**src/rtl/noc_inject_scheduler_pkg.sv**
```systemverilog
// rtl/noc_inject_scheduler_pkg.sv - shared flit width, valid-bit index and subnet ids
package noc_inject_scheduler_pkg;

    localparam int WIDTH_PORT = 24;
    localparam int VALID_BIT  = WIDTH_PORT - 1;

    localparam logic SUBNET1 = 1'b0;
    localparam logic SUBNET2 = 1'b1;

    typedef logic [WIDTH_PORT-1:0] flit_t;

endpackage

```
**src/rtl/noc_inject_scheduler_inj_fifo.sv**
```systemverilog
// rtl/noc_inject_scheduler_inj_fifo.sv - small circular FIFO holding core flits awaiting injection
module inj_fifo #(
    parameter int DEPTH = 4,
    parameter int WIDTH = 24,
    localparam int AW   = $clog2(DEPTH)
) (
    input  logic             clk,
    input  logic             reset,
    input  logic             push,
    input  logic [WIDTH-1:0] push_data,
    input  logic             pop,
    output logic [WIDTH-1:0] head,
    output logic [AW:0]      count,
    output logic             full,
    output logic             empty
);

    localparam logic [AW:0] DEPTH_CNT = (AW+1)'(DEPTH);

    logic [WIDTH-1:0] mem_q [DEPTH];
    logic [AW-1:0]    wr_q, wr_d;
    logic [AW-1:0]    rd_q, rd_d;
    logic [AW:0]      count_q, count_d;
    logic             push_en, pop_en;

    assign full    = (count_q == DEPTH_CNT);
    assign empty   = (count_q == '0);
    assign push_en = push && !full;
    assign pop_en  = pop && !empty;
    assign head    = mem_q[rd_q];
    assign count   = count_q;

    always_comb begin
        wr_d    = push_en ? wr_q + 1'b1 : wr_q;
        rd_d    = pop_en ? rd_q + 1'b1 : rd_q;
        count_d = count_q + (AW+1)'(push_en) - (AW+1)'(pop_en);
    end

    always_ff @(posedge clk or posedge reset) begin
        if (reset) begin
            wr_q    <= '0;
            rd_q    <= '0;
            count_q <= '0;
        end else begin
            wr_q    <= wr_d;
            rd_q    <= rd_d;
            count_q <= count_d;
        end
    end

    // Storage needs no reset: the pointers alone define which entries are live.
    always_ff @(posedge clk) begin
        if (push_en) begin
            mem_q[wr_q] <= push_data;
        end
    end

endmodule

```
**src/rtl/noc_inject_scheduler.sv**
```systemverilog
// rtl/noc_inject_scheduler.sv - steers queued core flits into the local port of one of two BLESS subnets
module noc_inject_scheduler
    import noc_inject_scheduler_pkg::*;
#(
    parameter int DEPTH        = 4,
    parameter int STARVE_LIMIT = 16,
    parameter int CNT_W        = 16
) (
    input  logic                  clk,
    input  logic                  reset,
    input  logic [WIDTH_PORT-1:0] in_flit,
    input  logic                  in_valid,
    output logic                  in_ready,
    input  logic                  inj_ok1,
    input  logic                  inj_ok2,
    input  logic [1:0]            en_mask,
    output logic [WIDTH_PORT-1:0] dinLocal1,
    output logic [WIDTH_PORT-1:0] dinLocal2,
    output logic                  starve,
    output logic [CNT_W-1:0]      inj_cnt1,
    output logic [CNT_W-1:0]      inj_cnt2
);

    localparam int          AW        = $clog2(DEPTH);
    localparam int          WW        = $clog2(STARVE_LIMIT + 1);
    localparam logic [AW:0] DEPTH_CNT = (AW+1)'(DEPTH);
    localparam logic [WW-1:0] WAIT_MAX = WW'(STARVE_LIMIT);

    logic          push, pop, fifo_full, fifo_empty;
    logic [AW:0]   fifo_count;
    flit_t         head;
    logic          elig1, elig2, grant1, grant2;

    logic          pref_q, pref_d;
    logic [WW-1:0] wait_q, wait_d;
    logic          starve_q, starve_d;
    flit_t         din1_q, din1_d, din2_q, din2_d;
    logic [CNT_W-1:0] cnt1_q, cnt1_d, cnt2_q, cnt2_d;

    // Readiness comes from the registered count only; a pop never frees a slot in its own cycle.
    assign in_ready = (fifo_count < DEPTH_CNT);
    assign push     = in_valid && in_ready && !fifo_full;

    inj_fifo #(
        .DEPTH (DEPTH),
        .WIDTH (WIDTH_PORT)
    ) u_fifo (
        .clk       (clk),
        .reset     (reset),
        .push      (push),
        .push_data (in_flit),
        .pop       (pop),
        .head      (head),
        .count     (fifo_count),
        .full      (fifo_full),
        .empty     (fifo_empty)
    );

    always_comb begin
        elig1  = inj_ok1 && en_mask[0] && !fifo_empty;
        elig2  = inj_ok2 && en_mask[1] && !fifo_empty;
        grant1 = elig1 && (pref_q == SUBNET1 || !elig2);
        grant2 = elig2 && (pref_q == SUBNET2 || !elig1);
        pop    = grant1 || grant2;

        pref_d = pref_q;
        if (grant1) begin
            pref_d = SUBNET2;
        end else if (grant2) begin
            pref_d = SUBNET1;
        end

        din1_d = grant1 ? head : '0;
        din2_d = grant2 ? head : '0;
        cnt1_d = cnt1_q + CNT_W'(grant1);
        cnt2_d = cnt2_q + CNT_W'(grant2);

        if (fifo_empty || pop) begin
            wait_d = '0;
        end else if (wait_q != WAIT_MAX) begin
            wait_d = wait_q + 1'b1;
        end else begin
            wait_d = wait_q;
        end
        starve_d = (wait_q == WAIT_MAX);
    end

    always_ff @(posedge clk or posedge reset) begin
        if (reset) begin
            pref_q   <= SUBNET1;
            wait_q   <= '0;
            starve_q <= 1'b0;
            din1_q   <= '0;
            din2_q   <= '0;
            cnt1_q   <= '0;
            cnt2_q   <= '0;
        end else begin
            pref_q   <= pref_d;
            wait_q   <= wait_d;
            starve_q <= starve_d;
            din1_q   <= din1_d;
            din2_q   <= din2_d;
            cnt1_q   <= cnt1_d;
            cnt2_q   <= cnt2_d;
        end
    end

    assign dinLocal1 = din1_q;
    assign dinLocal2 = din2_q;
    assign starve    = starve_q;
    assign inj_cnt1  = cnt1_q;
    assign inj_cnt2  = cnt2_q;

endmodule

```
**config.mk**
```make
export PLATFORM = sky130hd
export DESIGN_NAME = noc_inject_scheduler
export DESIGN_NICKNAME = d
export VERILOG_FILES = /design/src/rtl/noc_inject_scheduler_pkg.sv /design/src/rtl/noc_inject_scheduler_inj_fifo.sv /design/src/rtl/noc_inject_scheduler.sv
export SDC_FILE = /design/constraint.sdc
export NUM_CORES = 1
export LEC_CHECK = 0
export BUFFER_PORTS_ARGS = -buffer_cell sky130_fd_sc_hd__buf_2
export CORE_ASPECT_RATIO = 0.8
export CORE_MARGIN = 5
export CORE_UTILIZATION = 29
export DETAILED_ROUTE_END_ITERATION = 16
export GPL_ROUTABILITY_DRIVEN = 1
export HOLD_SLACK_MARGIN = 0.05
export PLACE_DENSITY = 0.57
export SLEW_MARGIN = 40
export SYNTH_ARGS = -nofsm -noshare
export SYNTH_HDL_FRONTEND = slang
export SYNTH_SLANG_ARGS = --single-unit
export TNS_END_PERCENT = 30
```
**constraint.sdc**
```tcl
create_clock -name clk -period 3.8 [get_ports clk]
set_input_delay 0.76 -clock clk [delete_from_list [all_inputs] [get_ports clk]]
set_output_delay 0.76 -clock clk [all_outputs]
set_load 0.005 [all_outputs]
```
==> results of run 1 <==
## power groups by stage
stage	Combinational (uW)	Clock (uW)	Sequential [uW]
floorplan	823	0	2720
global placement	1110	0	2820
detailed placement	1150	0	2840
CTS	1150	1780	2800
global route	1240	1850	2840
finish	1110	1730	2790
## cells by family (layout without fill, tap and decap cells)
kind of cell               count (synthesis)  in the layout  synth area share [%]
xor gates and xnor gates                  36             36                  4.39
DFF                                      190            190                  72.9
AOI/OAI and AO/OA                          8              8                 0.959
and+or+nand+nor                          112            112                  9.20
adders and majority gates                 13             13                  2.37
buffers and inverters                     29            165                  2.21
muxes                                     25             25                  7.93
## metrics by stage
step                      instance area [um2]  util (%)  worst slack [ps]  power, uW
after CTS                                8700      35.7              1430       5730
after floorplan                          7180         -               591       3540
final                                    8700      35.7              1440       5630
after detailed placement                 8120      33.3              1040       4000
after global routing                     8700      35.7              1340       5940
after global placement                   8120      33.3              1150       3930
## cell usage in the layout (no fill, tap or decap), types with 2 or more instances in the layout
master and count:
inv_1 16, a21oi_1 2, mux4_2 19, clkinv_4 3, a311oi_4 2, and2_1 48
clkinv_2 2, edfxtp_1 96, inv_4 2, nor2_1 8, nand3_1 11, clkbuf_16 20
xnor2_1 15, dfrtp_1 93, buf_2 112, nor3_1 8, ha_1 12, xor2_1 21
nand4_1 7, buf_4 3, nor4_1 8, mux4_1 5, nand2_1 10, and2_2 4
clkbuf_1 4
## flip-flops by register name, summed over array words and instances (netlist names)
signal / cells
u_fifo.mem_q: 96
starve: 1
u_fifo.wr_q: 2
u_fifo.rd_q: 2
wait_q: 5
u_fifo.count: 3
dinLocal2: 24
inj_cnt1: 16
pref_q: 1
inj_cnt2: 16
dinLocal1: 24
## cell type report
type                    count  area [um2]  share of cell area, %
multi-input cells         194        1810                   20.8
repair buffers            116         603                   6.93
clock inverters             7        50.0                  0.575
flip-flops and latches    190        5240                   60.2
inverters                  17        66.3                  0.762
clock buffers              25         529                   6.09
well taps                 318         398                   4.57
## worst max path at each step
stage	depth (start not counted)	to	slack, ps
floorplan	1	dinLocal1[0]$_DFF_PP0_	590
global placement	8	inj_cnt1[14]$_DFF_PP0_	1150
detailed placement	8	inj_cnt1[14]$_DFF_PP0_	1040
CTS	8	u_fifo.count[2]$_DFF_PP0_	1430
global route	8	inj_cnt1[14]$_DFF_PP0_	1340
finish	8	u_fifo.count[2]$_DFF_PP0_	1440
## worst max-delay path, cell delays in order (launching register included)
cell and delay [ps]:
dfrtp_1 420, nor3_2 450, a21oi_1 190, ha_1 320, inv_1 40, ha_1 180, fa_1 380, xnor2_1 180
xnor2_1 130
## routing by layer
metal	part of all wire, %	vias up	routed length [um]	GRT usage (%)
met3	7.4	18	1100	3.62
met2	49	116	7230	18.6
met5	0	-	0	0
met1	42	1937	6210	13.6
li1	-	1734	-	-
met4	1.6	0	235	3.90
## cells in the mapped netlist
master,instances
edfxtp_1,96
dfrtp_1,94
and2_1,52
xor2_1,21
mux4_2,19
inv_1,17
xnor2_1,15
ha_1,12
nand3_1,11
nand2_1,10
nor2_1,8
nor3_1,8
nor4_1,8
nand4_1,7
buf_2,6
mux4_1,5
a21oi_1,2
a311oi_2,2
buf_12,2
clkbuf_2,2
a211oi_1,1
and4_1,1
and4bb_4,1
buf_6,1
clkbuf_1,1
fa_1,1
mux2i_1,1
nand2b_1,1
nand3_2,1
nand4_2,1
nor2b_1,1
nor3_2,1
o21ai_0,1
o21bai_1,1
o311ai_0,1
or3b_2,1
==> flow_summary.json, run 1 <==
{
  "combPwrFrac_pct": 19.8,
  "fillCellCount": 2355,
  "layout.cells.non_filler": 867,
  "grt_pass1_wl_mm": 23.1,
  "port_buffers": 112,
  "grt_max_degree": 50,
  "die_x_um": 186,
  "ant_nets": 0,
  "start_util_pct": 29.4,
  "cts_hold_buf": 0,
  "syn_inst": 413,
  "path_clk_slew_ps": 70,
  "clkLatencyLatePin_ps": 420,
  "status": "complete, no violations",
  "grt_antenna_before_repair": 0,
  "synthTopCellsByArea": "edfxtp_1 (40%), dfrtp_1 (33%), mux4_2 (6.0%), and2_1 (4.5%), xor2_1 (2.6%)",
  "nets": 580,
  "ys_ff_latch": 190,
  "setup_viol": 0,
  "grt_overflow_total": 0,
  "finalCritPeriodShare_pct": 62.2,
  "slew_headroom_pct": 48.9,
  "num_io_pins": 113,
  "cts_tree": "built",
  "core_area_um2": 24400,
  "clkPwrFrac_pct": 30.7,
  "die_h_um": 151,
  "max_freq_mhz": 423,
  "whs_ps": 413,
  "cp-start-kind": "flip-flop",
  "syn_nets": 457,
  "seq_area_frac_synth_pct": 72.9,
  "drt_iter0_drc": 102,
  "syn_area_per_cell_um2": 17.4,
  "routabilityCongestion": 0.757,
  "finalCriticalPeriod_ps": 2360,
  "cp.required_ps": 4150,
  "fin_tns_setup_ps": 0,
  "ir_drop_mv": 0.260,
  "routed_via_density": 4.39,
  "dp.cells": 835,
  "die_area_um2": 28000,
  "clockBufferDepth": 2,
  "rsz0062_at_grt": "false",
  "reg2reg_to": "u_fifo.count[2]$_DFF_PP0_",
  "grt_usage_pct": 11.1,
  "tightest_slew_ps": 766,
  "yosysUniqueCellTypes": 36,
  "synth_top_area_share_pct": 40.2,
  "dpl.hpwl_mm": 9.72,
  "syn_to_final_growth_pct": 21.2,
  "power.leakage_uw": 0.00374,
  "via_count": 3805,
  "synth_top_cell_by_area": "edfxtp_1",
  "intPower_uw": 4060,
  "netlist_area_um2": 7180,
  "drc": 0,
  "wl_mm": 14.8,
  "cts_sinks": 190,
  "hold_violations": 0,
  "grt_pass1_vias": 4062,
  "fp-row-count": 51,
  "hold_path.class": "primary input to async pin",
  "worstSetupStartpoint": "u_fifo.count[2]$_DFF_PP0_",
  "cts-root-buf": "clkbuf_16",
  "htree_levels": 4,
  "yosys_warnings": 0,
  "maxCapViolCount": 0,
  "cp_max_fo": 4,
  "p_switching_uw": 1570,
  "crit_type": "flip-flop to flip-flop",
  "powerDensity_nw_per_um2": 647,
  "cts_buffers": 17,
  "timing.rr.start": "u_fifo.count[2]$_DFF_PP0_",
  "cts_resized": 0,
  "cp-end-kind": "flip-flop",
  "dr.pass1.iters": 4,
  "slew_violations": 0,
  "wire_per_inst_um": 17.0,
  "drive_gt1_share_pct": 32.1,
  "cp.arrival_ps": 2710,
  "p_sw_share_pct": 27.9,
  "finClkSkew_ps": 8.37,
  "postCtsSetupBuffers": 0,
  "r2r_cells": 8,
  "p_seq_share_pct": 49.6,
  "n_antenna_cell": 0,
  "r2r_slack_ps": 1440
}
No activity file was read; power rests on OpenSTA's default activity.
==> run 2: changes to the inputs <==
--- a/config.mk
+++ b/config.mk
@@ -5,6 +5,7 @@
 export SDC_FILE = /design/constraint.sdc
 export NUM_CORES = 1
 export LEC_CHECK = 0
+export ABC_AREA = 1
 export BUFFER_PORTS_ARGS = -buffer_cell sky130_fd_sc_hd__buf_2
 export CORE_ASPECT_RATIO = 0.8
 export CORE_MARGIN = 5
@@ -12,7 +13,7 @@
 export DETAILED_ROUTE_END_ITERATION = 16
 export GPL_ROUTABILITY_DRIVEN = 1
 export HOLD_SLACK_MARGIN = 0.05
-export PLACE_DENSITY = 0.57
+export PLACE_DENSITY = 0.59
 export SLEW_MARGIN = 40
 export SYNTH_ARGS = -nofsm -noshare
 export SYNTH_HDL_FRONTEND = slang
==> constraint.sdc (replaced) <==
create_clock -name clk -period 2 [get_ports clk]
set_input_delay 0.4 -clock clk [delete_from_list [all_inputs] [get_ports clk]]
set_output_delay 0.4 -clock clk [all_outputs]
set_load 0.005 [all_outputs]
==> run 2 against run 1 <==
  * Worst setup slack worse by 1400 ps
  * Non-clock buffer count up 27
  * Critical path depth up 2
  * Highest routed layer is now met5
  * First-iteration DRC count up 100%
  * Combinational power rose to 2.8 times the previous value
  * Largest cell class unchanged
  * Worst hold slack worse by 240 ps
  * Count of clock-buffer cells in the layout down 6
  * Register-to-register slack worse by 1400 ps
  * Global-route usage up 0.66 points
  * Clock skew up 1.6 ps
  * Cell count up 31%
==> flow_summary.json, run 2 <==
{
  "htree_levels": 4,
  "seq_area_frac_synth_pct": 70.4,
  "hold_violations": 0,
  "combPwrFrac_pct": 27.2,
  "cp-start-kind": "flip-flop",
  "yosys_warnings": 0,
  "dr.pass1.iters": 4,
  "worstSetupStartpoint": "u_fifo.count[2]$_DFF_PP0_",
  "cts-root-buf": "clkbuf_16",
  "wire_per_inst_um": 14.6,
  "slew_headroom_pct": 60.4,
  "met2_usage_pct": 18.1,
  "ys_ff_latch": 190,
  "rsz0062_at_grt": "true",
  "drc": 0,
  "layout.cells.non_filler": 1133,
  "ir_drop_mv": 0.590,
  "grt_pass1_vias": 4701,
  "tightest_slew_ps": 593,
  "ant_nets": 0,
  "cp-endpoint": "u_fifo.count[2]$_DFF_PP0_",
  "use_met1_pct": 15.9,
  "yosys-top-cells-count": "nand2_1 (192), edfxtp_1 (96), dfrtp_1 (94)",
  "synth_top_cell_by_area": "edfxtp_1",
  "yosysUniqueCellTypes": 24,
  "maxCapViolCount": 0,
  "fin_tns_setup_ps": 0,
  "cp.arrival_ps": 2310,
  "dp.cells": 1092,
  "max_freq_mhz": 502,
  "cp.required_ps": 2320,
  "p_sw_share_pct": 33.6,
  "timing.rr.start": "u_fifo.count[2]$_DFF_PP0_",
  "synthTopCellsByArea": "edfxtp_1 (39%), dfrtp_1 (32%), nand2_1 (9.7%), nor2_1 (4.2%), nand3_1 (4.2%)",
  "finalCritPeriodShare_pct": 99.5,
  "r2r_slack_ps": 10,
  "mostFrequentLayoutCells": "nand2_1 (189), buf_2 (112), edfxtp_1 (96)",
  "syn_inst": 654,
  "die_x_um": 189,
  "synth_edf_count": 96,
  "status": "complete, no violations",
  "n_antenna_cell": 0,
  "grt_pass1_wl_mm": 26.3,
  "finalCriticalPeriod_ps": 1990,
  "whs_ps": 176,
  "grt_max_degree": 85,
  "grt_overflow_total": 0,
  "die_area_um2": 29000,
  "synthMostInstantiatedCell": "nand2_1",
  "core_area_um2": 25300,
  "top_usage_layer": "met2",
  "fillCellCount": 2442,
  "clkPwrFrac_pct": 28.6,
  "wl_mm": 16.5,
  "cp-end-kind": "flip-flop",
  "synth_top_area_share_pct": 38.8,
  "regMostFlops": "u_fifo.mem_q",
  "clkLatencyLatePin_ps": 430,
  "port_buffers": 112,
  "die_h_um": 153,
  "synth_async_sr_flop_share_pct": 49.5,
  "intPower_uw": 7690,
  "cp_max_fo": 3,
  "via_count": 4820,
  "powerDensity_nw_per_um2": 1250,
  "routed_via_density": 4.25,
  "path_clk_slew_ps": 80,
  "p_switching_uw": 3890,
  "syn_nets": 698,
  "power.leakage_uw": 0.00422,
  "reg2reg_to": "u_fifo.count[2]$_DFF_PP0_",
  "cts_buffers": 17,
  "netlist_area_um2": 7440,
  "largest_register_ffs": 96,
  "syn_to_final_growth_pct": 24.5,
  "drt_iter0_drc": 205,
  "hold_path.class": "primary input to flip-flop",
  "num_io_pins": 113,
  "grt_antenna_before_repair": 4,
  "final_common_cell": "nand2_1",
  "syn_area_per_cell_um2": 11.4,
  "cts_tree": "built",
  "cts_sinks": 190,
  "p_seq_share_pct": 44.3,
  "clockBufferDepth": 2,
  "routabilityCongestion": 0.770,
  "r2r_cells": 10,
  "finClkSkew_ps": 9.96,
  "setup_viol": 0,
  "nets": 840,
  "slew_violations": 0,
  "dpl.hpwl_mm": 10.3,
  "drive_gt1_share_pct": 24.7,
  "start_util_pct": 29.4,
  "synth_ff_type": "edfxtp_1",
  "gr-usage-met3_pct": 4.10,
  "crit_type": "flip-flop to flip-flop",
  "grt_usage_pct": 11.8,
  "fp-row-count": 52
}
## run 2: cell families after synthesis
logic type | synth area share [%]
AND/OR/NAND/NOR | 19.5
flip-flops | 70.4
buffers and inverters | 3.97
XOR/XNOR | 2.47
AO/OA/AOI/OAI | 1.38
adder cells (fa/ha/maj) | 2.29
## run 2: repair_timing
action	CTS	global route
gates cloned	0	0
endpoints found under the hold margin	10	0
pin swaps	1	7
endpoints found under the setup margin	1	3
setup buffers	3	5
resized for setup	3	12
hold buffers	1	0
## run 2: per-stage QoR
| stage | setup WS, ps | instance area [um2] | power [uW] | utilization, % |
|---|---|---|---|---|
| floorplan | -96.2 | 7440 | 7030 | - |
| global placement | -41.2 | 8550 | 8190 | 33.8 |
| detailed placement | -95.4 | 8550 | 8250 | 33.8 |
| CTS | 4.61 | 9160 | 11700 | 36.2 |
| global route | -59.7 | 9260 | 12400 | 36.6 |
| finish | 9.63 | 9260 | 11600 | 36.6 |
## run 2: critical path, stage by stage (launching register included)
cell and delay (ps):
dfrtp_1 390, inv_2 90, nand3_4 100, nand2_4 100, nand2_4 60, ha_4 250
inv_2 40, ha_4 150, fa_2 400, xnor2_2 140, xor2_1 160
## run 2: power groups by stage
stage / clock [uW] / combinational (uW) / sequential [uW]
floorplan: 0 / 1840 / 5190
global placement: 0 / 2990 / 5200
detailed placement: 0 / 3040 / 5200
CTS: 3430 / 3140 / 5120
global route: 3590 / 3580 / 5190
finish: 3310 / 3140 / 5130
## run 2: final cells by class
type / count / area (um2) / share of cell area, %
flip-flops and latches: 190 / 5240 / 56.6
multi-input cells: 400 / 2000 / 21.6
repair buffers: 143 / 871 / 9.41
clock buffers: 19 / 454 / 4.91
well taps: 324 / 405 / 4.38
inverters: 44 / 169 / 1.82
clock inverters: 13 / 119 / 1.28
## run 2: per-layer routing
| layer | wire [um] | share of wire, % | vias to the layer above |
|---|---|---|---|
| li1 | - | - | 2419 |
| met1 | 7910 | 48 | 2273 |
| met2 | 7410 | 45 | 98 |
| met3 | 982 | 5.9 | 22 |
| met4 | 165 | 1.0 | 8 |
| met5 | 58 | 0.35 | - |
## run 2: worst min-delay path by stage
stage	to	slack [ps]	start	depth (start not counted)
2_1_floorplan	u_fifo.count[2]$_DFF_PP0_	460	u_fifo.count[2]$_DFF_PP0_	1
3_3_place_gp	inj_cnt1[3]$_DFF_PP0_	360	reset	2
3_5_place_dp	inj_cnt1[4]$_DFF_PP0_	360	reset	2
4_1_cts	u_fifo.mem_q[0][10]$_DFFE_PP_	150	in_flit[10]	1
5_1_grt	u_fifo.mem_q[2][10]$_DFFE_PP_	150	in_flit[10]	1
6_report	u_fifo.mem_q[3][10]$_DFFE_PP_	180	in_flit[10]	1
